`src/rtl/fsm_pkg.sv`:
```
// rtl/fsm_pkg.sv - shared constants and width helper for the multiply FSM slice
//
// Holds the default operand width, the derived result width and a constant
// clog2 function used to size pointers and occupancy counters.
package fsm_pkg;

    localparam int DEF_N = 8;
    localparam int RES_W = 2 * DEF_N;

    // Ceiling log2 for elaboration-time sizing; clog2(1) is 0.
    function automatic int clog2(input int value);
        int r;
        r = 0;
        while ((1 << r) < value) begin
            r = r + 1;
        end
        return r;
    endfunction

endpackage

```
`src/rtl/rise_detect.sv`:
```
// rtl/rise_detect.sv - registered 0->1 edge detector
//
// Ports:
//   clk   in   rising-edge clock
//   rst_n in   asynchronous active-low reset (history register clears to 0)
//   d     in   level to watch
//   rise  out  d & ~d_delayed; a level already high when reset releases
//              yields one pulse on the first clock
module rise_detect (
    input  logic clk,
    input  logic rst_n,
    input  logic d,
    output logic rise
);

    logic d_q;

    always_ff @(posedge clk or negedge rst_n) begin
        if (!rst_n) begin
            d_q <= 1'b0;
        end else begin
            d_q <= d;
        end
    end

    assign rise = d & ~d_q;

endmodule

```
`src/rtl/fsm_result_buffer.sv`:
```
// rtl/fsm_result_buffer.sv - show-ahead FIFO capturing multiply FSM results
//
// Captures result_i on each rising edge of finished_i and presents entries
// over a valid/ready handshake. Captures arriving while full are dropped
// (unless a pop frees a slot in the same cycle) and flagged via overflow.
//
// Ports:
//   clk, rst_n        clock, asynchronous active-low reset
//   finished_i        upstream finished level
//   result_i [2N]     upstream result, sampled on the finished rising edge
//   out_valid/ready   consumer handshake; out_data [2N] is the head (0 if empty)
//   count             occupancy; full / empty derived from it
//   overflow          sticky drop flag, cleared by clear_ovf (a drop wins)
//   drop_cnt [8]      saturating drop counter, only with RESULT_BUF_DROP_CNT_EN
//   clear_ovf         synchronous clear of overflow (and drop_cnt)
module fsm_result_buffer
    import fsm_pkg::*;
#(
    parameter int N     = DEF_N,
    parameter int DEPTH = 4
) (
    input  logic                          clk,
    input  logic                          rst_n,
    input  logic                          finished_i,
    input  logic [2*N-1:0]                result_i,
    output logic                          out_valid,
    input  logic                          out_ready,
    output logic [2*N-1:0]                out_data,
    output logic [clog2(DEPTH+1)-1:0]     count,
    output logic                          full,
    output logic                          empty,
    output logic                          overflow,
`ifdef RESULT_BUF_DROP_CNT_EN
    output logic [7:0]                    drop_cnt,
`endif
    input  logic                          clear_ovf
);

    localparam int W     = 2 * N;
    localparam int PTR_W = clog2(DEPTH);
    localparam int CNT_W = clog2(DEPTH + 1);

    logic [W-1:0]     mem [DEPTH];
    logic [PTR_W-1:0] wr_ptr;
    logic [PTR_W-1:0] rd_ptr;
    logic             push;
    logic             pop;
    logic             push_ok;
    logic             drop;

    rise_detect u_rise (
        .clk  (clk),
        .rst_n(rst_n),
        .d    (finished_i),
        .rise (push)
    );

    assign full      = (count == CNT_W'(DEPTH));
    assign empty     = (count == '0);
    assign out_valid = ~empty;
    assign out_data  = empty ? '0 : mem[rd_ptr];
    assign pop       = out_valid & out_ready;

    // A full FIFO still accepts a capture when the head leaves this cycle.
    assign push_ok = push & (~full | pop);
    assign drop    = push & full & ~pop;

    // Storage is intentionally left unreset; out_data masks it while empty.
    always_ff @(posedge clk) begin
        if (push_ok) begin
            mem[wr_ptr] <= result_i;
        end
    end

    always_ff @(posedge clk or negedge rst_n) begin
        if (!rst_n) begin
            wr_ptr <= '0;
            rd_ptr <= '0;
            count  <= '0;
        end else begin
            if (push_ok) begin
                wr_ptr <= wr_ptr + 1'b1;
            end
            if (pop) begin
                rd_ptr <= rd_ptr + 1'b1;
            end
            if (push_ok && !pop) begin
                count <= count + 1'b1;
            end else if (pop && !push_ok) begin
                count <= count - 1'b1;
            end
        end
    end

    always_ff @(posedge clk or negedge rst_n) begin
        if (!rst_n) begin
            overflow <= 1'b0;
        end else if (drop) begin
            overflow <= 1'b1;
        end else if (clear_ovf) begin
            overflow <= 1'b0;
        end
    end

`ifdef RESULT_BUF_DROP_CNT_EN
    // Clear restarts the count, so a drop in the clearing cycle leaves 1.
    always_ff @(posedge clk or negedge rst_n) begin
        if (!rst_n) begin
            drop_cnt <= '0;
        end else if (clear_ovf) begin
            drop_cnt <= drop ? 8'd1 : 8'd0;
        end else if (drop && drop_cnt != 8'hFF) begin
            drop_cnt <= drop_cnt + 1'b1;
        end
    end
`endif

endmodule

```
`config.mk`:
```
export PLATFORM = sky130hd
export DESIGN_NAME = fsm_result_buffer
export DESIGN_NICKNAME = d
export VERILOG_FILES = /design/src/rtl/fsm_pkg.sv /design/src/rtl/rise_detect.sv /design/src/rtl/fsm_result_buffer.sv
export SDC_FILE = /design/constraint.sdc
export NUM_CORES = 1
export LEC_CHECK = 0
export BUFFER_PORTS_ARGS = -buffer_cell sky130_fd_sc_hd__buf_2
export CAP_MARGIN = 10
export CELL_PAD_IN_SITES_DETAIL_PLACEMENT = 1
export CELL_PAD_IN_SITES_GLOBAL_PLACEMENT = 2
export CORE_MARGIN = 5
export CORE_UTILIZATION = 44
export CTS_CLUSTER_SIZE = 40
export DETAILED_ROUTE_END_ITERATION = 8
export PLACE_DENSITY = 0.87
export SYNTH_ARGS = -nofsm -noshare
export SYNTH_HDL_FRONTEND = slang
export SYNTH_SLANG_ARGS = --single-unit
```
`constraint.sdc`:
```
create_clock -name clk -period 4.3 [get_ports clk]
set_clock_uncertainty 0.05 [all_clocks]
set_input_delay 0.645 -clock clk [delete_from_list [all_inputs] [get_ports clk]]
set_output_delay 0.645 -clock clk [all_outputs]
set_load 0.1 [all_outputs]
```
==> reports/results.tsv, run 1 <==
metric	value	unit
status	finished clean	
final_layout_size_suffix_gt1_share	33.5	%
setup-violations-final	0	
synth_fa_ha_area_share	2.80	%
synth.distinct_cells	25	
met3_usage	3.36	%
netlist_instances	144	
route.detailed.wl_per_inst	19.9	um
dieArea	8440	um2
timing.critical_path.from_type	flip-flop	
grt_pass1_vias	1654	
n_antenna_cell	0	
synth-compound-area-share	0.466	%
grt_pass1_wl	8870	um
synth-async-reset-ratio	12.3	%
worst_slew_margin_rel	30.9	%
vias_per_cell	5.20	
filler_cell_count	605	
start_util	45.9	%
area_delta_synth_final	15.0	%
ys_top_cells_by_count	edfxtp_1, and2_1, dfrtp_1	
synth_fp_nets	171	
design.portCount	44	
syn-cell-area	2950	um2
period_minus_slack	3180	ps
number_of_antenna_violations_at_the_first_check_in_global_routing	0	
critical_path_cell_by_cell	mux4_1 > and2_1 > buf_2	
yosysWarningCount	0	
combinational_family_with_the_most_area_after_synthesis	multiplexers	
regToRegEndpoint	count[2]	
path_class	flip-flop to primary output	
r2r_setup_slack	1750	ps
timing.setup.tns	0	ps
clock_tree.htree_level_count	3	
synth-main-ff-cell	edfxtp_1	
yosysMostFrequentCell	edfxtp_1	
synth_simple_gate_area_share	5.77	%
cp.buffers_inverters	1	
post_cts_setup_driven_buffer_insertion_count	0	
numPortBuffers	43	
multiInputGateArea	732	um2
synth_xor_xnor_area_share	1.78	%
synthDominantCellAreaShare	65.1	%
maxClockFrequency	0.315	GHz
delay_of_the_slowest_cell_on_the_worst_path	1030	ps
route.vias.total	1425	
grt_use_met2	24.9	%
hpwlAfterDp	3760	um
synth_area_leader_cell	edfxtp_1	
tightestPinTransition	1040	ps
final_hold_viol_count	0	
postRouteWirelength	5460	um
grt_max_degree	21	
cts_root_buffer_type	clkbuf_8	
main_area_contributors_after_synthesis	edfxtp_1, dfrtp_1, mux4_1, mux4_2, and2_1	
grt-ovfl-total	0	
drt-initial-drc-count	51	
die_width	91.9	um
cp_data_arrival_time	2480	ps
grt_setup_unrepaired	false	
cp_top_family	flip-flops	
synth.yosys.seq_area_share	72.8	%
reg2reg_depth	8	
layout.area.seq	2150	um2
fin_cells	274	
worstHoldPathType	input pin to async pin	
clkSinkCount	73	
numCtsBuffers	9	
post_cts.resized_instances	0	
drt_pre_antenna_iters	5	
maxCapViolCount	0	
worst_skew_pair.late_latency	330	ps
top_usage_layer	met2	
post-route-period-util	73.9	%
crit_slowest_cell	dfrtp_1	
core	6420	um2
critical_path.reg2reg.startpoint	count[0]	
finalMaxSlewViolations	0	
cp_max_fo	18	
cts-root-to-sink-buffers	2	
ctsHoldBuffers	0	
routabilityCongestion	0.717	
synthesis.area_per_instance	20.5	um2
grtUsageTotal	14.0	%
post-place-cells	258	
fp.dieH	91.9	um
remaining_drc_errors	0	
synth-seq-cells	73	
cts_tree	built	
cts_clock_pin_slew_for_the_worst_setup_and_hold_paths	70	ps
crit_path_required_time	3610	ps
synth_enable_flop_cells	64	
grtUsageMet1	15.9	%
critical_path_end_type	primary output	
fp-row-count	29	
detail-route-antenna-nets	0	
total_nets_final	219	
muxShareOfSynthArea	14.0	%
[cell families after synthesis]
group,Yosys count
buffers and inverters,12
AND/OR/NAND/NOR,27
XOR/XNOR,6
adder cells (fa/ha/maj),6
multiplexers,18
AO/OA/AOI/OAI,2
flip-flops,73
[worst max-delay path by stage]
stage                   start           end  slack, ps  cells after the start
finish              rd_ptr[0]   out_data[0]       1120                      3
global placement    rd_ptr[0]  out_data[15]       1500                      3
global route        rd_ptr[0]  out_data[15]        990                      3
floorplan            count[2]      count[1]        480                      6
detailed placement  rd_ptr[0]   out_data[4]       1400                      3
CTS                 rd_ptr[0]   out_data[4]       1050                      3
[stage by stage]
step	area, um2	setup slack, ps	hold WS [ps]	util, %
global route	3390	993	118	52.8
floorplan	2950	482	299	-
CTS	3390	1050	98.5	52.8
global placement	3210	1500	448	50.0
detailed placement	3210	1400	464	50.0
finish	3390	1120	110	52.8
[layout by cell type, fill, tap and decap left out, types with 3 or more instances in the layout]
cell and instances:
dfrtp_1 9, xnor2_1 4, ha_1 5, clkbuf_1 3
edfxtp_1 64, and2_1 20, mux4_2 8, buf_2 43
inv_1 6, clkbuf_8 9, mux4_1 8
[flip-flops by register name, indices dropped and copies added (netlist names)]
register,flops
overflow,1
u_rise.d_q,1
mem,64
count,3
wr_ptr,2
rd_ptr,2
[worst reg2reg max path, stage by stage (launching register included)]
cell and delay (ps):
dfrtp_1 460, or3_1 680, nand2_1 230, ha_1 210
inv_1 70, fa_1 380, xor2_1 150, nor2_1 110
xor2_1 150
[per-layer routing]
layer / up-vias / part of all wire (%)
li1: 654 / -
met1: 732 / 41
met2: 33 / 54
met3: 6 / 4.1
met4: 0 / 0.92
met5: - / 0
[final cells by class]
type                       instances  share of cell area (%)
sequential                        73                    63.3
multi-input combinational         59                    21.6
timing repair buffer              43                    6.34
clock buffer                      12                    3.98
tap                               77                    2.84
clock inverter                     4                    1.29
inverter                           6                   0.664
Power of run 1 is left out: the tool's default activity adds up to more than one toggle a clock period on the data nets, which glitch-free logic cannot reach.
==> run 2: changes to the inputs <==
Settings changed: CORE_UTILIZATION 44 to 42, PLACE_DENSITY 0.87 to 0.84.
Clock period 4.3 ns to 3.3 ns, I/O delays scaled along.
==> reports/results.tsv, run 2 (synthesis results as in run 1) <==
metric	value	unit	change
status	finished clean		unchanged
setup-violations-final	0		unchanged
tightestPinTransition	934	ps	was 1040 ps
cts_clock_pin_slew_for_the_worst_setup_and_hold_paths	70	ps	about the same
r2r_setup_slack	700	ps	was 1750 ps
maxClockFrequency	0.360	GHz	
reg_top3	mem x64, count x3		unchanged
delay_of_the_slowest_cell_on_the_worst_path	590	ps	was 1030 ps
layout.cells.most_common	edfxtp_1		unchanged
route.detailed.wl_per_inst	19.9	um	about the same
grtUsageTotal	14.7	%	was 14.0%
reg2reg_depth	8		unchanged
fp.dieH	93.8	um	was 91.9 um
drt_pre_antenna_iters	4		was 5
cts-root-to-sink-buffers	2		unchanged
worstHoldPathType	input pin to flip-flop		was input pin to async pin
clkSinkCount	73		unchanged
hpwlAfterDp	4010	um	was 3760 um
grt_max_degree	21		unchanged
cts_tree	built		unchanged
design.portCount	44		unchanged
cp_top_family	buffers and inverters		was flip-flops
timing.setup.tns	0	ps	unchanged
finalMaxSlewViolations	0		unchanged
numPortBuffers	43		unchanged
grt_pass1_wl	9150	um	was 8870 um
hold-worst-slack	217	ps	was 110 ps
clock_tree.htree_level_count	3		unchanged
final_hold_viol_count	0		unchanged
crit_path_required_time	2750	ps	was 3610 ps
filler_cell_count	671		was 605
timing.hold.worst_path_depth	1		
number_of_antenna_violations_at_the_first_check_in_global_routing	0		unchanged
fp-row-count	30		was 29
crit_slowest_cell	mux4_1		was dfrtp_1
cts_root_buffer_type	clkbuf_8		unchanged
die_width	93.8	um	was 91.9 um
setup_ws_final	521	ps	was 1120 ps
layout_common_cells	edfxtp_1, buf_2, and2_1		unchanged
regToRegEndpoint	count[2]		unchanged
grt_pass1_vias	1624		was 1654
n_antenna_cell	0		unchanged
drt-initial-drc-count	77		was 51
detail-route-antenna-nets	0		unchanged
path_class	flip-flop to primary output		unchanged
dieArea	8800	um2	was 8440 um2
cp_data_arrival_time	2230	ps	was 2480 ps
total_nets_final	221		was 219
cp_max_fo	13		was 18
vias_per_cell	4.97		was 5.20
timing.critical_path.from_type	flip-flop		unchanged
route.vias.total	1465		was 1425
area_delta_synth_final	16.8	%	was 15.0%
period_minus_slack	2780	ps	
worst_slew_margin_rel	37.8	%	was 30.9%
max_reg_flops	64		unchanged
routabilityCongestion	0.748		was 0.717
core	6830	um2	was 6420 um2
postRouteWirelength	5880	um	was 5460 um
start_util	43.2	%	was 45.9%
largest_register_by_flop_count	mem		unchanged
worst_skew_pair.late_latency	340	ps	was 330 ps
final_layout_size_suffix_gt1_share	34.2	%	was 33.5%
worst_hold_startpoint	finished_i		
post-route-period-util	84.2	%	
place_ws	663	ps	was 1400 ps
maxCapViolCount	0		unchanged
grt-ovfl-total	0		unchanged
cp.buffers_inverters	2		was 1
hold_path_end	u_rise.d_q		
grt_setup_unrepaired	false		unchanged
remaining_drc_errors	0		unchanged
critical_path.reg2reg.startpoint	count[0]		unchanged
numCtsBuffers	9		unchanged
critical_path_cell_by_cell	buf_4 > mux4_1 > and2_1 > buf_2		was mux4_1 > and2_1 > buf_2
critical_path_end_type	primary output		unchanged
-- run 2: through the flow --
stage	cells	area, um2	utilization (%)
floorplan	144	2960	-
CTS	295	3450	50.4
detailed placement	278	3250	47.6
global placement	278	3250	47.6
finish	295	3450	50.4
global route	295	3450	50.4
-- run 2: layout make-up --
| type | count | area, um2 | area share [%] |
|---|---|---|---|
| multi-input combinational | 59 | 738 | 21.4 |
| clock buffer | 9 | 124 | 3.59 |
| timing repair buffer | 45 | 233 | 6.75 |
| sequential | 73 | 2150 | 62.3 |
| clock inverter | 7 | 61.3 | 1.78 |
| inverter | 6 | 22.5 | 0.654 |
| tap | 96 | 120 | 3.49 |
-- run 2: worst max path at each step --
stage	startpoint	to	slack, ps	cells past startpoint
6_report	rd_ptr[0]	out_data[1]	520	4
5_1_grt	rd_ptr[0]	out_data[1]	400	4
4_1_cts	rd_ptr[0]	out_data[1]	470	4
3_5_place_dp	count[0]	count[2]	660	8
3_3_place_gp	count[0]	count[2]	830	8
2_1_floorplan	count[2]	count[1]	-50	6
-- run 2: timing repair --
action,CTS,global route
hold endpoints to repair,9,0
hold buffers,1,0
setup buffers,0,0
gates resized for setup,0,0
-- run 2: per-layer routing --
layer	wire, um	GRT usage (%)	vias up
li1	-	-	665
met1	2330	16.4	758
met2	3240	26.0	32
met3	208	4.89	10
met4	97	5.42	0
met5	0	0	-
Power of run 2 is left out for the same reason.
